<file path="src/rtl/argmax_classifier.sv">
// argmax_classifier: captures a signed score vector and scans it
// one element per clock for the index of the largest score.
module argmax_classifier #(
  parameter int DATA_WIDTH  = 32,
  parameter int NUM_CLASSES = 10,
  parameter int INDEX_WIDTH = $clog2(NUM_CLASSES),
  parameter logic signed [DATA_WIDTH-1:0] THRESHOLD = '0
) (
  input  logic                         clock,
  input  logic                         reset,
  input  logic                         scores_ready,
  input  logic signed [DATA_WIDTH-1:0] scores [NUM_CLASSES],
  input  logic                         class_ack,
  output logic                         class_valid,
  output logic [INDEX_WIDTH-1:0]       class_index,
  output logic signed [DATA_WIDTH-1:0] class_score,
  output logic                         low_confidence,
  output logic                         busy,
  output logic                         overrun
);

  localparam logic [1:0] IDLE = 2'd0;
  localparam logic [1:0] SCAN = 2'd1;
  localparam logic [1:0] DONE = 2'd2;

  localparam logic [INDEX_WIDTH-1:0] LAST =
    INDEX_WIDTH'(NUM_CLASSES - 1);

  logic [1:0] state;
  logic signed [DATA_WIDTH-1:0] score_buf [NUM_CLASSES];
  logic signed [DATA_WIDTH-1:0] best_val;
  logic signed [DATA_WIDTH-1:0] next_val;
  logic [INDEX_WIDTH-1:0] best_idx;
  logic [INDEX_WIDTH-1:0] next_idx;
  logic [INDEX_WIDTH-1:0] idx;
  logic capture;

  assign busy = (state == SCAN);

  // A new vector is taken from IDLE, or from DONE when the ack
  // retires the held result in the same cycle.
  assign capture = scores_ready &&
    ((state == IDLE) || ((state == DONE) && class_ack));

  // Running best after this cycle's compare; strict > keeps
  // the lowest index on ties.
  always_comb begin
    next_val = best_val;
    next_idx = best_idx;
    if (score_buf[idx] > best_val) begin
      next_val = score_buf[idx];
      next_idx = idx;
    end
  end

  // Control FSM, score buffer and result registers.
  always_ff @(posedge clock) begin
    if (reset) begin
      state          <= IDLE;
      class_valid    <= 1'b0;
      class_index    <= '0;
      class_score    <= '0;
      low_confidence <= 1'b0;
      overrun        <= 1'b0;
      best_val       <= '0;
      best_idx       <= '0;
      idx            <= '0;
      for (int i = 0; i < NUM_CLASSES; i++)
        score_buf[i] <= '0;
    end else begin
      if (scores_ready && !capture)
        overrun <= 1'b1;
      if (capture) begin
        for (int i = 0; i < NUM_CLASSES; i++)
          score_buf[i] <= scores[i];
        best_val    <= scores[0];
        best_idx    <= '0;
        idx         <= INDEX_WIDTH'(1);
        class_valid <= 1'b0;
        state       <= SCAN;
      end else begin
        unique case (state)
          IDLE: ;
          SCAN: begin
            best_val <= next_val;
            best_idx <= next_idx;
            idx      <= idx + 1'b1;
            if (idx == LAST) begin
              class_index    <= next_idx;
              class_score    <= next_val;
              low_confidence <= (next_val < THRESHOLD);
              class_valid    <= 1'b1;
              state          <= DONE;
            end
          end
          DONE: begin
            if (class_ack) begin
              class_valid <= 1'b0;
              state       <= IDLE;
            end
          end
          default: state <= IDLE;
        endcase
      end
    end
  end

endmodule
</file>
<file path="config.mk">
export PLATFORM = sky130hd
export DESIGN_NAME = argmax_classifier
export DESIGN_NICKNAME = d
export VERILOG_FILES = /design/src/rtl/argmax_classifier.sv
export SDC_FILE = /design/constraint.sdc
export NUM_CORES = 1
export LEC_CHECK = 0
export BUFFER_PORTS_ARGS = -buffer_cell sky130_fd_sc_hd__buf_2
export CELL_PAD_IN_SITES_DETAIL_PLACEMENT = 1
export CELL_PAD_IN_SITES_GLOBAL_PLACEMENT = 1
export CORE_MARGIN = 3
export CORE_UTILIZATION = 40
export CTS_CLUSTER_DIAMETER = 120
export DETAILED_ROUTE_END_ITERATION = 10
export HOLD_SLACK_MARGIN = 0.05
export PLACE_DENSITY_LB_ADDON = 0.1
export REMOVE_ABC_BUFFERS = 1
export SYNTH_ARGS = -nofsm -noshare
export SYNTH_HDL_FRONTEND = slang
export SYNTH_SLANG_ARGS = --single-unit
</file>
<file path="constraint.sdc">
create_clock -name clock -period 13.6 [get_ports clock]
set_input_delay 2.72 -clock clock [delete_from_list [all_inputs] [get_ports clock]]
set_output_delay 2.72 -clock clock [all_outputs]
set_load 0.03 [all_outputs]
</file>
# After elaboration in Yosys (flattened, before gate mapping)
# Memories as Yosys holds them, arrays and structs flattened.
# Cells that the tools add are included.
# W data, S select, Z words.
totals:
  regBits: 81
  mem_bits_rw: 320
  output_inout_bits: 40
  mem_count: 1
  in_bits: 324
mem_list:
  columns: ["memory", "depth", "word_bits", "read_ports", "rd_ports_with_merged_regs", "write_ports", "line_no", "source"]
  rows:
  - ["score_buf", 10, 32, 1, 0, 10, "30", "logic signed [DATA_WIDTH-1:0] score_buf [NUM_CLASSES];"]
op_classes:
  addsub: 1
  n_lt_le_gt_ge: 2
  mux: 28
  bitwise_logic: 12
  n_eq_ne: 8
  reduce_logical: 13
op_table:
  columns: ["op", "count"]
  rows:
  - ["$mux W32", 13]
  - ["$gt A32 B32 Y1", 1]
  - ["$lt A32 B1 Y1 const B", 1]
  - ["$reduce_and A3 Y1", 4]
  - ["$mux W1", 10]
  - ["$or A1 B1 Y1", 10]
  - ["$pmux W2 S3", 1]
  - ["$add A4 B1 Y4 const B", 1]
  - ["$eq A4 B4 Y1 const B", 1]
  - ["$mux W2", 2]
  - ["$mux W4", 1]
  - ["$ne A2 B2 Y1 const B", 2]
  - ["$reduce_bool A2 Y1", 2]
  - ["$logic_and A1 B1 Y1", 3]
  - ["$ne A3 B1 Y1 const B", 1]
  - ["$ne A3 B3 Y1 const B", 1]
  - ["$eq A2 B1 Y1 const B", 1]
  - ["$eq A2 B2 Y1 const B", 1]
  - ["$logic_not A2 Y1", 1]
  - ["$ne A2 B1 Y1 const B", 1]
  - ["$not A1 Y1", 2]
  - ["$pmux W1 S2", 1]
  - ["$reduce_or A2 Y1", 1]
  - ["$logic_not A1 Y1", 1]
  - ["$logic_or A1 B1 Y1", 1]

# Logic depth before layout (Yosys ltp)
# Gate-level depths: netlist (run 1).
depth:
  word_depth: 8
  depth_mapped: 18
  mapped_depth_nobuf: 12

# Worst setup path after synthesis (run 1)
# No wires, ideal clock.
synth_path:
  path_type: "input -> register"
  start: "in class_ack"
  end: "mem score_buf[0][0], enable pin"
  n_path_buf: 1
  arrival_ps: 12055
  setup_slack_ps: 734
  stages: 5
  t_required_ps: 12789
  cell_sequence: "inv_1 > a21oi_1 > nand2_1 > nand2b_1 > clkbuf_1"
synth_lines:
  columns: ["element", "line_no", "source"]
  rows:
  - ["start, declared", "13", "input logic class_ack,"]
  - ["end, declared", "30", null]

# Final worst setup path (run 1)
layout_path:
  start: "reg idx[0]"
  end: "reg best_val[17]"
layout_between:
  elab_chain_len: 5
layout_lines:
  columns: ["element", "line_no", "source"]
  rows:
  - ["start, declared", "35", "logic [INDEX_WIDTH-1:0] idx;"]
  - ["start signal, assigned", "87", "idx <= idx + 1'b1;"]
  - ["$mem_v2 Z10 W32 *", null, null]
  - ["$gt A32 B32 Y1", "50", "if (score_buf[idx] > best_val) begin"]
  - ["$mux W32 *", "50", null]
  - ["$mux W32 *", "82", "unique case (state)"]
  - ["$mux W32 *", "73", "if (capture) begin"]
  - ["end signal, assigned", "76", "best_val <= scores[0];"]
  - ["end signal, assigned", "85", "best_val <= next_val;"]
  - ["end, declared", "31", "logic signed [DATA_WIDTH-1:0] best_val;"]
# Mark *: on every way between the ends. The rest lies on a longest branch, timed or not. The select of a mux whose other input is x is not followed.
# A chain may end at the register's enable or synchronous reset.

==> results of run 1 <==
-- flip-flops by register name, indices dropped and copies added (netlist names) --
name / flops
overrun: 1
idx: 4
class_score: 32
class_index: 4
class_valid: 1
best_val: 32
state: 2
best_idx: 4
score_buf: 320
-- metrics by stage --
| stage | cells | area (sq um) | util |
|---|---|---|---|
| global placement | 2420 | 21300 | 0.455 |
| global route | 2501 | 22700 | 0.486 |
| finish | 2502 | 22700 | 0.486 |
| floorplan | 1432 | 18500 | - |
| CTS | 2501 | 22700 | 0.486 |
| detailed placement | 2420 | 21300 | 0.455 |
-- metal layers --
layer	part of all wire	vias up	global-route usage	routed length, microns
li1	-	6240	-	-
met1	0.44	6510	0.274	23100
met2	0.49	302	0.347	25300
met3	0.047	66	0.0358	2440
met4	0.021	2	0.0567	1120
met5	0.00025	-	0	13
-- where the power goes --
group	switching, mW	leakage [nW]	internal (mW)
logic	0.298	4.20	0.194
registers	0.0513	4.12	1.43
clock network	0.482	0.712	0.725
total	0.832	9.03	2.35
-- worst max path at each step --
| stage | start | end | slack, ns | depth (start not counted) |
|---|---|---|---|---|
| after floorplan | class_ack | score_buf[0][0]$_SDFFCE_PN0P_ | 1.84 | 4 |
| after global placement | idx[0]$_SDFFE_PP0P_ | best_val[31]$_SDFFE_PP0P_ | 7.00 | 12 |
| after detailed placement | idx[0]$_SDFFE_PP0P_ | best_val[12]$_SDFFE_PP0P_ | 6.76 | 12 |
| after CTS | idx[0]$_SDFFE_PP0P_ | best_val[10]$_SDFFE_PP0P_ | 6.74 | 12 |
| after global routing | idx[0]$_SDFFE_PP0P_ | best_val[12]$_SDFFE_PP0P_ | 6.30 | 12 |
| final | idx[0]$_SDFFE_PP0P_ | best_val[17]$_SDFFE_PP0P_ | 6.84 | 12 |
-- cells in the mapped netlist (3+ instances only) --
library cell                 n
sky130_fd_sc_hd__buf_6       3
sky130_fd_sc_hd__nand4_1    16
sky130_fd_sc_hd__buf_4       4
sky130_fd_sc_hd__a211oi_1    3
sky130_fd_sc_hd__o211ai_1   34
sky130_fd_sc_hd__a22oi_1    32
sky130_fd_sc_hd__nand2_1   149
sky130_fd_sc_hd__buf_2      11
sky130_fd_sc_hd__o21ai_0     3
sky130_fd_sc_hd__a31oi_1     9
sky130_fd_sc_hd__nand2b_1   35
sky130_fd_sc_hd__o221a_1    10
sky130_fd_sc_hd__inv_1      37
sky130_fd_sc_hd__nor3_1      4
sky130_fd_sc_hd__and2_1    323
sky130_fd_sc_hd__clkbuf_1   90
sky130_fd_sc_hd__a311oi_1   31
sky130_fd_sc_hd__o221a_2    14
sky130_fd_sc_hd__nor2_1     95
sky130_fd_sc_hd__ha_1       34
sky130_fd_sc_hd__a21bo_2    11
sky130_fd_sc_hd__dfxtp_1    80
sky130_fd_sc_hd__edfxtp_1  320
sky130_fd_sc_hd__mux4_2     64
sky130_fd_sc_hd__a21oi_1    57
sky130_fd_sc_hd__buf_1       8
sky130_fd_sc_hd__nand3_1    40
sky130_fd_sc_hd__o21a_1      3
-- cells by family after synthesis --
group / after synthesis
AND/OR/NAND/NOR: 672
flip-flops: 400
AO/OA/AOI/OAI: 219
buffers and inverters: 154
multiplexers: 66
adder cells (fa/ha/maj): 34
XOR/XNOR: 3
-- area by class of cell --
cell class / instances / area, sq um
Fill cell: 4998 / 24000
Sequential cell: 400 / 11200
Multi-Input combinational cell: 994 / 7200
Clock buffer: 59 / 1220
Inverter: 38 / 143
Clock inverter: 22 / 229
Antenna cell: 1 / 2.50
Timing Repair Buffer: 381 / 1950
Tap cell: 607 / 759
-- critical path, cell delays in order (launching register included) --
cell                      delay (ns)
sky130_fd_sc_hd__dfxtp_4        0.74
sky130_fd_sc_hd__buf_4          0.63
sky130_fd_sc_hd__mux4_2         0.58
sky130_fd_sc_hd__a22oi_1        0.19
sky130_fd_sc_hd__nand2_1        0.16
sky130_fd_sc_hd__ha_2           0.97
sky130_fd_sc_hd__nand4_2        0.21
sky130_fd_sc_hd__nor4_1         0.48
sky130_fd_sc_hd__and3_2         0.80
sky130_fd_sc_hd__nor3_1         0.12
sky130_fd_sc_hd__o21ai_2        0.44
sky130_fd_sc_hd__and2_1         0.97
sky130_fd_sc_hd__o221a_2        0.33
==> summary.md, run 1 <==
| Metric | Value |
|---|---|
| Overall routing resource usage | 0.205 |
| Final Max Tran Viols | 0 |
| Top library cells by usage in the layout, fill and taps aside | 362 x sky130_fd_sc_hd__buf_2, 323 x sky130_fd_sc_hd__and2_1, 320 x sky130_fd_sc_hd__edfxtp_1 |
| Start point of the worst hold path | best_idx[1]$_SDFFE_PP0P_ |
| GR Overflow Total | 0 |
| Req. time, crit path | 14.11 ns |
| Area inside the core boundary | 46800 sq um |
| Power Dens Cells | 140 nW/um^2 |
| Worst reg2reg path endpoint | best_val[17]$_SDFFE_PP0P_ |
| EDFF count, synth | 320 |
| Root Buffer Master | sky130_fd_sc_hd__clkbuf_16 |
| Via count of the first global-routing pass | 13804 |
| Die width | 224 microns |
| Height of the chip | 224 microns |
| Place WS | 6.76 ns |
| Startpoint Class | register |
| Standard-cell row count | 79 |
| Boundary pin count | 364 |
| Top cell type's share of synthesized area | 0.506 |
| Weighted congestion reported at the end of routability-driven placement | 0.761 |
| Post-layout min period | 6.76 ns |
| Reg2Reg Launch Point | idx[0]$_SDFFE_PP0P_ |
| Unrepaired setup endpoints after global routing | no |
| Capturing element type of the critical path | register |
| Post-synthesis adder-cell area fraction | 0.0224 |
| Pleak | 9.03 nW |
| Clock buffers created by TritonCTS | 46 |
| Min-Delay Path Class | register to register |
| Number of sinks handled by clock tree synthesis | 400 |
| Worst-path clk slew | 0.06 ns |
| Wire length reported by the detailed router | 52000 microns |
| Async set-or-reset flop fraction in the synthesized netlist | 0 |
| Largest fanout on the critical path | 42 |
| Later-pin clock latency in the skew report | 0.57 ns |
| Gate Count Post-Synth | 1548 |
| Setup Fix Bufs, Post-CTS | 0 |
| Number of warnings issued by yosys | 0 |
| # H-tree levels | 2 |
| Post-detailed-placement half-perimeter wirelength | 35400 microns |
| Maximum number of pins on one net before global-route repair | 89 |
| Most frequent standard cell in the layout excluding fill and tap cells | sky130_fd_sc_hd__buf_2 |
| Setup-failing EPs final | 0 |
| XOR/XNOR Fraction of Synth Area | 0.00138 |
| Final worst path period share | 0.497 |
| Hold path endpoint | best_idx[1]$_SDFFE_PP0P_ |
| PnR worst setup slack | 6.84 ns |
| Number of distinct library cells after synthesis | 50 |
| Max-Slew Margin vs Limit | 0.272 |
| Post-cts resize count | 0 |
| Detailed-route wire length per cell | 20.8 microns |
| Worst endpoint data arrival time | 7.27 ns |
| Share of synthesized area spent on multiplexers | 0.0770 |
| Antenna violations before repair | 1 |
| Number of storage elements in the synthesis netlist | 400 |
| Final #Nets | 2219 |
| First-pass GRT wire length | 79300 microns |
| Max_cap viols | 0 |
| Effective utilization at floorplan | 0.406 |
| Worst Path Class, Setup | register to register |
| Depth of the worst hold-timing path | 2 |
| Drt via density | 5.24 |
| Cell type with the highest aggregate area in the netlist | sky130_fd_sc_hd__edfxtp_1 |
| Peak clock frequency supported by timing | 148 MHz |
| Most common flop cell mapped by yosys | sky130_fd_sc_hd__edfxtp_1 |
| Die area | 50100 sq um |
| Number of hold violations in the final report | 0 |
| Post-Syn Area | 19000 sq um |
| Slew @ Worst Pin | 1.09 ns |
| Avg Synthesized Cell Area | 12.3 sq um |
| Buffers from clock root to sink, at most | 3 |
| DRT Pass-1 Iters | 5 |
| Register-to-register setup slack | 6.84 ns |
| Status | completed |
| DRC violation count after routing | 0 |
| Vias after detailed routing | 13120 |
| Compound-cell area share of the yosys netlist | 0.0883 |
| Proportion of synthesized chip area in sequential cells | 0.591 |
| Post-synthesis simple-gate area fraction | 0.187 |
| Worst-case reg-to-reg path depth | 12 |
| Hold_buf cts | 0 |
| Synth area leaders | sky130_fd_sc_hd__edfxtp_1 51%, sky130_fd_sc_hd__and2_1 11%, sky130_fd_sc_hd__dfxtp_1 8.4%, sky130_fd_sc_hd__mux4_2 7.6%, sky130_fd_sc_hd__nand2_1 2.9% |
| Input/output buffers | 363 |
| Total power after layout | 3.18 mW |
| Sum Neg Setup Slack | 0 ns |
| Fraction of final layout cells sized beyond drive strength 1 | 0.291 |
| DR iter-0 viols | 826 |
| Final ANT Viol Nets | 0 |
| Largest family of logic cells by synthesized area | simple AND/OR/NAND/NOR gates |
| Clock tree skew after final layout | 0.0120 ns |
| Worst hold slack across all endpoints | 0.480 ns |
| Area Overhead vs Synth | 19.8% |
| Worst VDD drop | 0.0999 mV |
| Clock tree from TritonCTS | yes |
Note: power is estimated with default switching activity, not from simulation.
==> run 2, diff against run 1 <==
- ABC_AREA: not set -> 1
- CORE_UTILIZATION: 40 -> 42
- clock period: 13.6 -> 7.03 ns (I/O delays scaled with it)
==> run 2 against run 1 <==
Worst setup slack worse by 5.7 ns. Combinational power grew to 2.6 times the previous value. Largest cell class unchanged. Via count increased by 26%. Sequential share of layout area down 1.4 points. Maximum frequency increased by 15%. Power rose by 110%. Final cell count rose by 29%.
==> summary.md, run 2 <==
| Metric | Value |
|---|---|
| Unrepaired setup endpoints after global routing | no |
| Most frequent standard cell in the layout excluding fill and tap cells | sky130_fd_sc_hd__nor2_1 |
| Cell breakdown of the critical path | inv_4 -> buf_12 -> o21ai_0 -> o22ai_1 -> nand2_1 -> nand3_1 -> o31ai_1 -> inv_1 -> ha_1 -> a21o_1 -> nor2_1 -> nand2_1 -> a21oi_1 -> nand3_2 -> nand3_4 -> nand2_1 -> nand2_1 -> nand2_1 -> nand2_1 -> inv_1 |
| Clock buffers created by TritonCTS | 47 |
| Buffers from clock root to sink, at most | 3 |
| DR iter-0 viols | 1137 |
| Slew @ Worst Pin | 1.18 ns |
| Final ANT Viol Nets | 0 |
| DRT Pass-1 Iters | 7 |
| Number of storage elements in the synthesis netlist | 400 |
| Weighted congestion reported at the end of routability-driven placement | 0.775 |
| Worst-path clk slew | 0.06 ns |
| Number of antenna diodes | 0 |
| Fraction of final layout cells sized beyond drive strength 1 | 0.182 |
| Sum Neg Setup Slack | 0 ns |
| Overall routing resource usage | 0.240 |
| Root Buffer Master | sky130_fd_sc_hd__clkbuf_16 |
| Max-Slew Margin vs Limit | 0.215 |
| Largest family of logic cells by synthesized area | simple AND/OR/NAND/NOR gates |
| Capturing element type of the critical path | register |
| Delay of the slowest cell on the worst path | 0.89 ns |
| Final #Nets | 2951 |
| Number of warnings issued by yosys | 0 |
| Wire length reported by the detailed router | 60200 microns |
| Gate Count Post-Synth | 2299 |
| Height of the chip | 222 microns |
| Most common flop cell mapped by yosys | sky130_fd_sc_hd__edfxtp_1 |
| GR Overflow Total | 0 |
| Final Max Tran Viols | 0 |
| Largest fanout on the critical path | 78 |
| Post-cts resize count | 0 |
| DRC violation count after routing | 0 |
| Startpoint Class | register |
| XOR/XNOR Fraction of Synth Area | 0.000448 |
| Vias after detailed routing | 16470 |
| Drt via density | 5.10 |
| Die width | 222 microns |
| Boundary pin count | 364 |
| Biggest regs | score_buf x320, best_val x32, class_score x32 |
| # H-tree levels | 2 |
| Later-pin clock latency in the skew report | 0.59 ns |
| Register bank with the most flops | score_buf |
| Input/output buffers | 363 |
| EDFF count, synth | 320 |
| Number of distinct library cells after synthesis | 36 |
| Post-synthesis simple-gate area fraction | 0.186 |
| Post-synthesis adder-cell area fraction | 0.0217 |
| First-pass GRT wire length | 93800 microns |
| Share of synthesized area spent on multiplexers | 0 |
| Total power after layout | 6.72 mW |
| Req. time, crit path | 7.51 ns |
| Final worst path period share | 0.837 |
| Max_cap viols | 0 |
| Area inside the core boundary | 45700 sq um |
| Post-detailed-placement half-perimeter wirelength | 38800 microns |
| Number of flip-flops in the largest register | 320 |
| Worst Path Class, Setup | register to register |
| Clock tree from TritonCTS | yes |
| Effective utilization at floorplan | 0.428 |
| Min-Delay Path Class | register to register |
| Hold_buf cts | 0 |
| Worst VDD drop | 0.170 mV |
| Top cell type's share of synthesized area | 0.491 |
| Clock tree skew after final layout | 0.0209 ns |
| Cell type with the highest aggregate area in the netlist | sky130_fd_sc_hd__edfxtp_1 |
| Detailed-route wire length per cell | 18.6 microns |
| Most numerous cell in the Yosys netlist | sky130_fd_sc_hd__nor2_1 |
| Power Dens Cells | 287 nW/um^2 |
| Proportion of synthesized chip area in sequential cells | 0.573 |
| Compound-cell area share of the yosys netlist | 0.101 |
| Status | completed |
| Standard-cell row count | 78 |
| Post-synth top cells | 585 x sky130_fd_sc_hd__nor2_1, 457 x sky130_fd_sc_hd__inv_1, 320 x sky130_fd_sc_hd__edfxtp_1, 196 x sky130_fd_sc_hd__nand2_1, 195 x sky130_fd_sc_hd__o21ai_0 |
| Number of hold violations in the final report | 0 |
| Setup Fix Bufs, Post-CTS | 0 |
| Avg Synthesized Cell Area | 8.51 sq um |
| Async set-or-reset flop fraction in the synthesized netlist | 0 |
| Maximum number of pins on one net before global-route repair | 206 |
| Slowest stage cell on the critical path | sky130_fd_sc_hd__dfxtp_4 |
| Number of sinks handled by clock tree synthesis | 400 |
| Post-layout min period | 5.88 ns |
| Via count of the first global-routing pass | 17357 |
| Pleak | 11.5 nW |
| Synth area leaders | sky130_fd_sc_hd__edfxtp_1 49%, sky130_fd_sc_hd__nor2_1 11%, sky130_fd_sc_hd__inv_1 8.8%, sky130_fd_sc_hd__dfxtp_1 8.2%, sky130_fd_sc_hd__o21ai_0 5.0% |
| Die area | 49200 sq um |
| Peak clock frequency supported by timing | 170 MHz |
| Post-Syn Area | 19600 sq um |
| Most frequent cell on the critical path | sky130_fd_sc_hd__nand2_1 |
| Antenna violations before repair | 2 |
| Area Overhead vs Synth | 19.5% |
| Setup-failing EPs final | 0 |
| Worst endpoint data arrival time | 6.36 ns |
| Top library cells by usage in the layout, fill and taps aside | 583 x sky130_fd_sc_hd__nor2_1, 454 x sky130_fd_sc_hd__inv_1, 363 x sky130_fd_sc_hd__buf_2 |
run 2: cell types whose count changed in the layout (fill, tap and decap cells not counted), sizes merged, moves of 35 or more:
cell    previous run  this run
mux4              64         0
nand2            149       199
o211ai            35         0
o21ai              4       201
nor2              95       585
and2             323         0
inv               38       462
nand2b            35         0
o22ai              0        95
run 2: critical path, delay by kind of cell, from the launching register on:
| kind | cells | cell delay [ns] |
|---|---|---|
| AO/OA/AOI/OAI | 5 | 0.85 |
| flip-flops | 1 | 0.89 |
| adder cells (fa/ha/maj) | 1 | 0.30 |
| buffers and inverters | 4 | 0.96 |
| AND/OR/NAND/NOR | 10 | 2.68 |
run 2: area by class of cell:
cell class	count	area [sq um]
multi-input combinational	1303	6090
clock buffer	59	1290
timing repair buffer	379	1990
tap	600	751
clock inverter	28	318
fill	5449	22300
inverter	462	1740
sequential	400	11200
run 2: layer usage:
metal / vias to the layer above / global-route usage / share of wire
met5: - / 0 / 0.00020
li1: 7942 / - / -
met2: 432 / 0.407 / 0.48
met3: 119 / 0.0503 / 0.059
met1: 7975 / 0.309 / 0.43
met4: 2 / 0.0764 / 0.030
run 2: report_power, final:
part / switching (mW) / internal, mW
clock: 1.00 / 1.56
sequential: 0.0843 / 2.78
combinational: 0.891 / 0.402
run 2: kinds of logic (layout without fill, tap and decap cells):
group	after synthesis	count (layout)
xor+xnor	1	1
fa+ha+maj	34	34
compound gates	365	365
flops	400	400
simple gates	903	903
buf+inv	596	928
run 2: path summary, 6_finish.rpt:
check	to	slack, ns	cells past startpoint	startpoint
min	class_index[1]$_SDFFE_PP0P_	0.47	2	class_index[1]$_SDFFE_PP0P_
min reg2reg	class_index[1]$_SDFFE_PP0P_	0.47	2	class_index[1]$_SDFFE_PP0P_
max reg2reg	class_score[26]$_SDFFE_PP0P_	1.15	20	idx[0]$_SDFFE_PP0P_
max	class_score[26]$_SDFFE_PP0P_	1.15	20	idx[0]$_SDFFE_PP0P_
run 2: metrics by stage:
| step | hold slack [ns] | utilization | area (sq um) | std cells | setup WS (ns) |
|---|---|---|---|---|---|
| floorplan | 0.445 | - | 19000 | 2165 | -2.88 |
| global placement | 0.452 | 0.477 | 21800 | 3144 | 1.35 |
| detailed placement | 0.459 | 0.477 | 21800 | 3144 | 1.21 |
| CTS | 0.468 | 0.512 | 23400 | 3231 | 1.16 |
| global route | 0.480 | 0.512 | 23400 | 3231 | 0.728 |
| finish | 0.471 | 0.512 | 23400 | 3231 | 1.15 |
==> run 3, diff against run 2 <==
- clock period: 7.03 -> 5.54 ns (I/O delays scaled with it)
==> run 3 against run 2 <==
Clock power up 11%. Global-route usage up 0.37 points. Register-to-register slack worse by 0.68 ns. Hold slack better by 0.0050 ns. Combinational power up 31%. Worst setup slack worse by 0.68 ns. Die area unchanged. Critical path depth down 2. Final cell count up 0.28%. Sequential power up 26%. Non-clock buffer count up 12. Largest cell class unchanged. Highest routed layer is now met4.
==> summary.md, run 3 (synthesized netlist as in run 2, its figures left out) <==
| Metric | Value |
|---|---|
| Status | completed |
| Die area | 49200 sq um |
| Largest fanout on the critical path | 57 |
| Slowest stage cell on the critical path | sky130_fd_sc_hd__nand3_4 |
| Start point of the worst hold path | best_idx[0]$_SDFFE_PP0P_ |
| Vias after detailed routing | 16561 |
| Final Max Tran Viols | 0 |
| Pleak | 11.5 nW |
| Total power after layout | 8.17 mW |
| Hold path endpoint | best_idx[0]$_SDFFE_PP0P_ |
| Biggest regs | score_buf x320, best_val x32, class_score x32 |
| Via count of the first global-routing pass | 17630 |
| GR Overflow Total | 0 |
| Register bank with the most flops | score_buf |
| Worst path buffer plus inverter count | 5 |
| Die width | 222 microns |
| Register-to-register setup slack | 0.46 ns |
| Overall routing resource usage | 0.244 |
| Delay of the slowest cell on the worst path | 0.77 ns |
| Startpoint Class | register |
| Post-detailed-placement half-perimeter wirelength | 39700 microns |
| Number of hold violations in the final report | 0 |
| Number of sinks handled by clock tree synthesis | 400 |
| Unrepaired setup endpoints after global routing | no |
| Fraction of final layout cells sized beyond drive strength 1 | 0.180 |
| Hold_buf cts | 0 |
| Post-layout min period | 5.08 ns |
| Top delay family on crit path | simple AND/OR/NAND/NOR gates |
| Standard-cell row count | 78 |
| Worst VDD drop | 0.217 mV |
| Input/output buffers | 363 |
| Setup Fix Bufs, Post-CTS | 0 |
| Detailed-route wire length per cell | 18.9 microns |
| Worst endpoint data arrival time | 5.53 ns |
| DRT Pass-1 Iters | 4 |
| Antenna violations before repair | 1 |
| Min-Delay Path Class | register to register |
| Cell breakdown of the critical path | inv_4 -> buf_12 -> buf_4 -> o21ai_0 -> o22ai_1 -> nand2_1 -> a31oi_1 -> inv_1 -> ha_1 -> nand2_1 -> nor2_1 -> nand4_4 -> nand3_4 -> nand2_1 -> nand2_1 -> nand2_1 -> nand2_1 -> inv_1 |
| Place WS | 0.438 ns |
| Final worst path period share | 0.916 |
| Worst reg2reg path endpoint | class_score[30]$_SDFFE_PP0P_ |
| Final ANT Viol Nets | 0 |
| Wire length reported by the detailed router | 61400 microns |
| Req. time, crit path | 6.00 ns |
| Number of flip-flops in the largest register | 320 |
| Clock buffers created by TritonCTS | 45 |
| Worst-path clk slew | 0.06 ns |
| Most frequent standard cell in the layout excluding fill and tap cells | sky130_fd_sc_hd__nor2_1 |
| Root Buffer Master | sky130_fd_sc_hd__clkbuf_16 |
| Setup-failing EPs final | 0 |
| Later-pin clock latency in the skew report | 0.57 ns |
| PnR worst setup slack | 0.465 ns |
| Power Dens Cells | 351 nW/um^2 |
| First-pass GRT wire length | 95200 microns |
| Capturing element type of the critical path | register |
| Weighted congestion reported at the end of routability-driven placement | 0.782 |
| Worst-case reg-to-reg path depth | 18 |
| Clock tree skew after final layout | 0.0193 ns |
| Reg2Reg Launch Point | idx[0]$_SDFFE_PP0P_ |
| DR iter-0 viols | 1030 |
| Most frequent cell on the critical path | sky130_fd_sc_hd__nand2_1 |
| Peak clock frequency supported by timing | 197 MHz |
| Slew @ Worst Pin | 1.18 ns |
| Area Overhead vs Synth | 18.9% |
| # H-tree levels | 2 |
| Depth of the worst hold-timing path | 2 |
| Buffers from clock root to sink, at most | 3 |
| Final #Nets | 2961 |
| Top library cells by usage in the layout, fill and taps aside | 583 x sky130_fd_sc_hd__nor2_1, 454 x sky130_fd_sc_hd__inv_1, 363 x sky130_fd_sc_hd__buf_2 |
| Worst hold slack across all endpoints | 0.476 ns |
| Max-Slew Margin vs Limit | 0.213 |
| Drt via density | 5.11 |
| Height of the chip | 222 microns |
| Worst Path Class, Setup | register to register |
| DRC violation count after routing | 0 |
| Clock tree from TritonCTS | yes |
| Effective utilization at floorplan | 0.428 |
| Area inside the core boundary | 45700 sq um |
| Post-cts resize count | 0 |
| Maximum number of pins on one net before global-route repair | 204 |
| Max_cap viols | 0 |
| Boundary pin count | 364 |
run 3: layout make-up:
cell class	instances	area [sq um]
multi-input combinational	1303	6090
antenna	1	2.50
sequential	400	11200
timing repair buffer	391	2080
clock inverter	22	155
tap	600	751
clock buffer	61	1230
fill	5513	22400
inverter	462	1740
run 3: worst max-delay path by stage:
stage | depth (start not counted) | startpoint | endpoint | slack, ns
detailed placement | 18 | idx[0]$_SDFFE_PP0P_ | class_score[23]$_SDFFE_PP0P_ | 0.44
global route | 18 | idx[0]$_SDFFE_PP0P_ | class_score[26]$_SDFFE_PP0P_ | 0.11
CTS | 18 | idx[0]$_SDFFE_PP0P_ | class_score[25]$_SDFFE_PP0P_ | 0.38
floorplan | 4 | class_ack | score_buf[0][0]$_SDFFCE_PN0P_ | -4.07
finish | 18 | idx[0]$_SDFFE_PP0P_ | class_score[30]$_SDFFE_PP0P_ | 0.46
global placement | 18 | idx[0]$_SDFFE_PP0P_ | class_score[27]$_SDFFE_PP0P_ | 0.50
run 3: stage by stage:
step                 util  cell area (sq um)  setup TNS [ns]  instances
floorplan               -              19000        -2591.11       2165
global placement    0.479              21900               0       3156
detailed placement  0.479              21900               0       3156
CTS                 0.509              23300               0       3239
global route        0.509              23300               0       3240
finish              0.509              23300               0       3240
run 3: layer usage:
metal / up-vias / track usage / share of wire
met1: 8104 / 0.314 / 0.43
li1: 7961 / - / -
met5: - / 0 / 0
met3: 91 / 0.0395 / 0.048
met2: 405 / 0.423 / 0.49
met4: 0 / 0.0762 / 0.026
run 3: worst reg2reg max path: cells and delay by family (launching register included):
kind	cells	cell delay (ns)
flip-flops	1	0.51
AO/OA/AOI/OAI	3	0.64
AND/OR/NAND/NOR	9	2.32
buffers and inverters	5	1.20
adder cells (fa/ha/maj)	1	0.29
run 3: where the power goes:
| part | internal (mW) | switching, mW |
|---|---|---|
| Sequential | 3.53 | 0.0950 |
| Combinational | 0.523 | 1.17 |
| Clock | 1.64 | 1.21 |
| Total | 5.70 | 2.47 |
